File: config.mk
export PLATFORM = sky130hd
export DESIGN_NAME = edram_multibank_ctrl
export DESIGN_NICKNAME = d
export VERILOG_FILES = /design/src/rtl/edram_multibank_ctrl.sv
export SDC_FILE = /design/constraint.sdc
export NUM_CORES = 1
export LEC_CHECK = 0
export ABC_CLOCK_PERIOD_IN_PS = 3950
export BUFFER_PORTS_ARGS = -buffer_cell sky130_fd_sc_hd__clkbuf_2
export CORE_MARGIN = 5
export CORE_UTILIZATION = 52
export DETAILED_ROUTE_END_ITERATION = 6
export MAX_ROUTING_LAYER = met4
export PLACE_DENSITY = 0.92
export REMOVE_ABC_BUFFERS = 1
export SLEW_MARGIN = 10
export SYNTH_ARGS = -nofsm -noshare
export SYNTH_HDL_FRONTEND = slang
export SYNTH_SLANG_ARGS = --single-unit
File: constraint.sdc
create_clock -name clk -period 3.95 [get_ports clk]
set_input_delay 0.395 -clock clk [delete_from_list [all_inputs] [get_ports clk]]
set_output_delay 0.395 -clock clk [all_outputs]
set_load 0.05 [all_outputs]
File: src/rtl/edram_multibank_ctrl.sv
// ---------------------------------------------------------------------------
// edram_multibank_ctrl
//
// Sequences a single access to one bank of a multi-bank embedded DRAM. A
// request is captured, the owning bank is woken through the PMU handshake,
// then the array is driven through precharge / decode / access. The last
// opened row is remembered so a same-row follow-up skips precharge.
//
// Ports
//   clk                 clock
//   rst                 asynchronous active-high reset
//   req_valid           request present
//   req_ready           request accepted this cycle (IDLE and not in reset)
//   req_addr            {bank, in-bank address}
//   req_we              1 = write, 0 = read
//   bank_active_status  per-bank powered indication from the PMU
//   request_wakeup      one-hot wake request to the PMU (WAIT_PMU only)
//   bank_sel            one-hot bank select (any non-IDLE state)
//   bank_addr           captured in-bank address (any non-IDLE state)
//   precharge_en        array precharge strobe
//   row_decode_en       row decoder enable
//   col_decode_en       column decoder enable
//   sense_amp_en        sense amplifier enable (read access)
//   write_driver_en     write driver enable (write access)
//   access_done         one-hot completion pulse (successful access only)
//   resp_valid          completion pulse
//   resp_err            wake-up timeout flag, qualified by resp_valid
// ---------------------------------------------------------------------------
module edram_multibank_ctrl #(
  parameter int NUM_BANKS  = 16,
  parameter int BANK_AW    = 11,
  parameter int ROW_AW     = 6,
  parameter int T_PRE      = 2,
  parameter int T_DEC      = 1,
  parameter int T_ACC      = 3,
  parameter int T_WAKE_MAX = 15
) (
  input  logic                                  clk,
  input  logic                                  rst,
  input  logic                                  req_valid,
  output logic                                  req_ready,
  input  logic [$clog2(NUM_BANKS)+BANK_AW-1:0]  req_addr,
  input  logic                                  req_we,
  input  logic [NUM_BANKS-1:0]                  bank_active_status,
  output logic [NUM_BANKS-1:0]                  request_wakeup,
  output logic [NUM_BANKS-1:0]                  bank_sel,
  output logic [BANK_AW-1:0]                    bank_addr,
  output logic                                  precharge_en,
  output logic                                  row_decode_en,
  output logic                                  col_decode_en,
  output logic                                  sense_amp_en,
  output logic                                  write_driver_en,
  output logic [NUM_BANKS-1:0]                  access_done,
  output logic                                  resp_valid,
  output logic                                  resp_err
);

  localparam int BW = $clog2(NUM_BANKS);
  localparam int AW = BW + BANK_AW;

  // One shared timer serves the wake-up timeout and all timed array phases,
  // so it is sized for the longest of them.
  localparam int TMAX_A = (T_PRE > T_DEC) ? T_PRE : T_DEC;
  localparam int TMAX_B = (T_ACC > T_WAKE_MAX) ? T_ACC : T_WAKE_MAX;
  localparam int TMAX   = (TMAX_A > TMAX_B) ? TMAX_A : TMAX_B;
  localparam int TW     = (TMAX > 1) ? $clog2(TMAX) : 1;

  localparam logic [TW-1:0] PRE_LAST  = TW'(T_PRE - 1);
  localparam logic [TW-1:0] DEC_LAST  = TW'(T_DEC - 1);
  localparam logic [TW-1:0] ACC_LAST  = TW'(T_ACC - 1);
  localparam logic [TW-1:0] WAKE_LAST = TW'(T_WAKE_MAX - 1);
  localparam logic [TW-1:0] TIMER_ONE = TW'(1);
  localparam logic [NUM_BANKS-1:0] ONE_HOT_BASE = NUM_BANKS'(1);

  typedef enum logic [2:0] {
    IDLE,
    WAIT_PMU,
    PRECHARGE,
    DECODE,
    ACCESS,
    FINISH
  } state_t;

  state_t             state;
  state_t             state_next;
  logic [AW-1:0]      cap_addr;
  logic               cap_we;
  logic               err_flag;
  logic               err_next;
  logic [TW-1:0]      timer;
  logic [TW-1:0]      timer_next;
  logic               open_valid;
  logic [BW-1:0]      open_bank;
  logic [ROW_AW-1:0]  open_row;
  logic               load_open;
  logic               timeout;

  logic [BW-1:0]      cur_bank;
  logic [ROW_AW-1:0]  cur_row;
  logic [NUM_BANKS-1:0] cur_onehot;
  logic               bank_awake;
  logic               row_hit;
  logic               accept;

  assign cur_bank   = cap_addr[AW-1:BANK_AW];
  assign cur_row    = cap_addr[BANK_AW-1 -: ROW_AW];
  assign cur_onehot = ONE_HOT_BASE << cur_bank;
  assign bank_awake = bank_active_status[cur_bank];
  assign row_hit    = open_valid && (open_bank == cur_bank) && (open_row == cur_row);
  assign accept     = req_valid && (state == IDLE);

  // Ready is a pure function of state, gated by rst so it is low for the
  // whole reset window and not only after the first edge.
  assign req_ready = (state == IDLE) && !rst;

  // State, timer and error flag registers.
  always_ff @(posedge clk or posedge rst) begin
    if (rst) begin
      state    <= IDLE;
      timer    <= '0;
      err_flag <= 1'b0;
    end else begin
      state    <= state_next;
      timer    <= timer_next;
      err_flag <= err_next;
    end
  end

  // Request capture; address and direction are held for the whole access.
  always_ff @(posedge clk or posedge rst) begin
    if (rst) begin
      cap_addr <= '0;
      cap_we   <= 1'b0;
    end else if (accept) begin
      cap_addr <= req_addr;
      cap_we   <= req_we;
    end
  end

  // Open-row tracking. A completed access loads the entry; a timeout or the
  // tracked bank losing power invalidates it. Loading takes priority so a
  // bank dropping in the same cycle its access retires still records it.
  always_ff @(posedge clk or posedge rst) begin
    if (rst) begin
      open_valid <= 1'b0;
      open_bank  <= '0;
      open_row   <= '0;
    end else if (load_open) begin
      open_valid <= 1'b1;
      open_bank  <= cur_bank;
      open_row   <= cur_row;
    end else if (timeout || !bank_active_status[open_bank]) begin
      open_valid <= 1'b0;
    end
  end

  // Next-state logic. The timer counts cycles spent in the current state and
  // is cleared on every transition so each timed phase starts from zero.
  always_comb begin
    state_next = state;
    timer_next = timer;
    err_next   = err_flag;
    load_open  = 1'b0;
    timeout    = 1'b0;
    case (state)
      IDLE: begin
        if (req_valid) begin
          state_next = WAIT_PMU;
          timer_next = '0;
          err_next   = 1'b0;
        end
      end
      WAIT_PMU: begin
        if (bank_awake) begin
          timer_next = '0;
          state_next = row_hit ? DECODE : PRECHARGE;
        end else if (timer == WAKE_LAST) begin
          timer_next = '0;
          timeout    = 1'b1;
          err_next   = 1'b1;
          state_next = FINISH;
        end else begin
          timer_next = timer + TIMER_ONE;
        end
      end
      PRECHARGE: begin
        if (timer == PRE_LAST) begin
          timer_next = '0;
          state_next = DECODE;
        end else begin
          timer_next = timer + TIMER_ONE;
        end
      end
      DECODE: begin
        if (timer == DEC_LAST) begin
          timer_next = '0;
          state_next = ACCESS;
        end else begin
          timer_next = timer + TIMER_ONE;
        end
      end
      ACCESS: begin
        if (timer == ACC_LAST) begin
          timer_next = '0;
          load_open  = 1'b1;
          state_next = FINISH;
        end else begin
          timer_next = timer + TIMER_ONE;
        end
      end
      FINISH: begin
        state_next = IDLE;
      end
      default: begin
        state_next = IDLE;
        timer_next = '0;
      end
    endcase
  end

  // Output decode from registered state and captured request only, so an
  // asynchronous reset drops every strobe in the same instant.
  always_comb begin
    request_wakeup  = '0;
    bank_sel        = '0;
    bank_addr       = '0;
    precharge_en    = 1'b0;
    row_decode_en   = 1'b0;
    col_decode_en   = 1'b0;
    sense_amp_en    = 1'b0;
    write_driver_en = 1'b0;
    access_done     = '0;
    resp_valid      = 1'b0;
    resp_err        = 1'b0;
    if (state != IDLE) begin
      bank_sel  = cur_onehot;
      bank_addr = cap_addr[BANK_AW-1:0];
    end
    case (state)
      WAIT_PMU:  request_wakeup = cur_onehot;
      PRECHARGE: precharge_en   = 1'b1;
      DECODE: begin
        row_decode_en = 1'b1;
        col_decode_en = 1'b1;
      end
      ACCESS: begin
        row_decode_en   = 1'b1;
        col_decode_en   = 1'b1;
        sense_amp_en    = !cap_we;
        write_driver_en = cap_we;
      end
      FINISH: begin
        resp_valid  = 1'b1;
        resp_err    = err_flag;
        access_done = err_flag ? '0 : cur_onehot;
      end
      default: begin
      end
    endcase
  end

endmodule

# Yosys cells after proc, flatten, opt, wreduce, memory -nomap -nowiden
# Index checks and enable logic that the tools add are counted.
totals:
  register_bits: 35
  latch_bits: 0
  ram_bits: 0
  mem_bits_ro: 0
  in_bits: 35
  out_inout_bits: 67
  elab_cells: 88
  memories: 0
op_classes:
  n_addsub: 1
  n_mul: 0
  div_mod_pow: 0
  n_lt_le_gt_ge: 2
  n_eq_ne: 17
  shifts: 1
  n_mux: 41
  bitwise_logic: 1
  n_reduce_logical: 17
ops:
  columns: ["op", "count"]
  rows:
  - ["two-way mux 16 bit", 4]
  - ["two-way mux 4 bit", 6]
  - ["one-hot mux 4 bit (6 select lines)", 1]
  - ["two-way mux 1 bit", 19]
  - ["two-way mux 3 bit", 6]
  - ["left shift 1 x 4 -> 16 bit, first input constant", 1]
  - ["one-hot mux 3 bit (5 select lines)", 1]
  - ["inequality test 2 bit, second input constant", 6]
  - ["two-way mux 11 bit", 1]
  - ["less-than comparator 4 x 5 -> 1 bit, second input constant", 2]
  - ["binary-select mux 1 bit (select 4 bit)", 2]
  - ["== test 3 x 2 -> 1 bit, second input constant", 2]
  - ["== test 3 bit, second input constant", 2]
  - ["== test 6 bit", 1]
  - ["AND reduction 5 bit", 1]
  - ["adder 4 x 1 -> 4 bit, second input constant", 1]
  - ["== test 4 x 1 -> 1 bit, second input constant", 1]
  - ["== test 4 x 2 -> 1 bit, second input constant", 1]
  - ["== test 4 bit", 1]
  - ["== test 4 bit, second input constant", 1]
  - ["logical AND 1 bit", 4]
  - ["zero test 4 bit", 1]
  - ["AND reduction 4 bit", 1]
  - ["nonzero test 2 bit", 2]
  - ["other kinds (10)", 12]

# Depth between registers and ports, before layout
depth:
  word_depth: 7
  depth_mapped: 7
  mapped_depth_nobuf: 7

# Least setup slack after synthesis
# Ideal clock, no wire load.
synth_path:
  path_kind: "register to output"
  from: "register state[2]"
  to: "output port request_wakeup[6]"
  t_arrival_ns: 2.701
  required_ns: 3.555
  setup_slack_ns: 0.854
  stages_incl_launch_ff: 5
  path_buffers: 2
  path_cell_list: "dfrtp_1 > clkbuf_1 > or3b_1 > clkbuf_1 > nor4_1"
synth_via:
  elab_chain_len: 2
synth_rtl:
  columns: ["element", "line", "source"]
  rows:
  - ["start: declaration", "84", "state_t state;"]
  - ["start signal: assignment", "123", "state <= state_next;"]
  - ["== test 3 x 1 -> 1 bit", "239", "case (state)"]
  - ["two-way mux 16 bit", "239", null]
  - ["end: declaration", "45", "output logic [NUM_BANKS-1:0] request_wakeup,"]
# No other way between the ends.

# Worst setup path in the final report
# Same ends and word-level chain as after synthesis.

==> reports/metrics.yaml <==
status: "finished, final reports clean"
syn_avg_cell_area_um2: 9.28
end_kind: "output port"
antenna_found_initial: 0
hold_buffers: 0
grt_first_pass_wirelength_um: 10300
route.met2.wl_um: 3350
ys_seq_area_share_pct: 37.2
synth_top_area_share_pct: 37.2
final_area_um2: 2980
hpwl_um: 4910
finClkSkew_ps: 6.21
antenna_left: 0
fin_nets: 384
wl_met1_um: 2330
syn-instance-count: 254
cts_buffers: 5
place.gp.congestion: 0.858
track_usage_pct: 21.4
wl_per_cell_um: 15.8
cts_tree: "built"
setup_violations: 0
cp.depth: 3
p_leak_nw: 1.48
r2r_start: "cap_addr[12]"
min_period_over_period_pct: 65.1
root_buffer: "clkbuf_8"
num_vias: 2233
initial_core_util_pct: 53.8
finalNonFillerCells: 398
fin_tns_setup_ps: 0
ys.flop_type: "dfrtp_1"
worstPathRequired_ps: 3560
dr.first_iter.drc_count: 123
rows: 24
dieArea_um2: 5980
cp-start-kind: "register"
tightest_slew_ps: 770
cts.clk_slew.worst_paths_ps: 70
io_pins: 102
wl_um: 6280
cts-resized-gates: 0
grt_max_degree: 36
fmax_mhz: 389
postPlaceCellArea_um2: 2860
arrival_ps: 2180
clk_latency_ps: 280
grt_overflow_total: 0
path_cells: "or3b_1 > nor4_1 > clkbuf_2"
synth-seq-cells: 35
crit_slowest_cell: "or3b_1"
p_total_mw: 2.65
cts_max_level: 2
worst_slew_margin_rel_pct: 48.7
diodes: 0
synth_area_leaders: "dfrtp_1 37%, mux2_2 13%, mux4_2 9.6%, nor2_1 9.4%, and2_1 3.2%"
core_area_um2: 4380
layout_commonest_cell: "clkbuf_2"
cts.sinks: 35
synth_cell_types: 37
syn-cell-area_um2: 2360
die_h_um: 77.3
hold_path_class: "in2async"
rsz0062_at_grt: "false"
fillers: 350
rr_endpoint: "timer[3]"
critPathMaxFanout: 22
synth_edf_count: 0
cts.path.max_buffers: 2
cp_num_buf_inv: 1
layout_common_cells: "101 x clkbuf_2, 59 x nor2_1, 35 x dfrtp_1"
die_w_um: 77.3
vdd_drop_max_uv: 612
drt_first_pass_iters: 4
via_per_inst: 5.61
cp_slowest_stage_delay_ps: 730
drive_gt1_share_pct: 43.6
min_period_ps: 2570
r2r_slack_ps: 1520
top_layer_used: "met4"
drv_slew: 0
postCtsSetupBuffers: 0
wl_met3_um: 471
synth_area_leader_cell: "dfrtp_1"
synthArstFlopShare_pct: 100
dp.cells: 390
portBuffers: 101
reg2regPathDepth: 5
cap_violations: 0
post-route-drc-count: 0
hold_viol_final: 0
crit_type: "reg2out"
syn_to_final_growth_pct: 26.4
yosysWarningCount: 0
first_global_vias: 2198
p_per_area_nw_per_um2: 890
crit_family: "simple AND/OR/NAND/NOR gates"
==> per-layer routing <==
layer,up-vias,track usage [%]
met1,1054,24.3
met2,109,37.1
met3,13,4.51
met5,-,-
met4,0,7.73
li1,1057,-
==> worst min-delay path, cell delays in order <==
cell	delay (ps)
clkbuf_2	90
inv_1	40
buf_4	380
==> metrics by stage <==
| stage | hold WS, ps | util (%) | worst slack [ps] |
|---|---|---|---|
| after floorplan | 472 | - | 906 |
| after global placement | 481 | 65.3 | 1710 |
| after detailed placement | 495 | 65.3 | 1550 |
| after CTS | 200 | 68.0 | 1390 |
| after global routing | 224 | 68.0 | 1240 |
| final | 187 | 68.0 | 1380 |
==> where the power goes <==
part	total, mW	internal (mW)	switching, mW
Combinational	1.59	0.540	1.05
Sequential	0.735	0.503	0.232
Clock	0.330	0.204	0.126
Total	2.65	1.25	1.41
==> registers in the layout, summed over array words and instances (netlist names) <==
register / flops
open_row: 6
open_valid: 1
err_flag: 1
open_bank: 4
state: 3
timer: 4
cap_addr: 15
cap_we: 1
==> cell families (layout without fill, tap and decap cells) <==
kind of cell | Yosys count | count (layout) | synth area share (%)
muxes | 37 | 37 | 22.5
adders and majority gates | 4 | 4 | 2.12
buffers and inverters | 26 | 118 | 4.78
and+or+nand+nor | 119 | 119 | 23.5
DFF | 35 | 35 | 37.2
AOI/OAI and AO/OA | 23 | 23 | 6.32
xor gates and xnor gates | 10 | 10 | 3.72
==> cells in the mapped netlist, types with 2 or more instances <==
library cell	instances
nor2_1	59
dfrtp_1	35
mux2_2	27
nand2_1	15
clkbuf_1	14
and2_1	12
mux4_2	10
a21oi_1	7
inv_1	7
xnor2_1	7
nand3_1	6
nor2b_1	5
ha_1	4
nand4_1	4
nor3_1	4
o21ai_1	4
and3_1	3
buf_2	3
nor4_1	3
xor2_1	3
a221o_1	2
a31oi_1	2
nand2b_1	2
nand3b_1	2
o21ai_0	2
==> how the worst max path moves through the flow <==
stage	start	endpoint
6_report	state[2]	request_wakeup[6]
3_3_place_gp	cap_addr[12]	timer[2]
2_1_floorplan	state[2]	request_wakeup[6]
5_1_grt	state[2]	request_wakeup[6]
3_5_place_dp	cap_addr[12]	timer[3]
4_1_cts	state[2]	request_wakeup[6]
==> layout make-up <==
class | instances | area, um^2 | share of cell area [%]
Timing Repair Buffer | 103 | 520 | 17.5
Clock buffer | 6 | 82.6 | 2.77
Sequential cell | 35 | 876 | 29.4
Tap cell | 52 | 65.1 | 2.18
Clock inverter | 2 | 35.0 | 1.18
Multi-Input combinational cell | 193 | 1370 | 46.1
Inverter | 7 | 26.3 | 0.882
No activity file was read; power rests on OpenSTA's default activity.
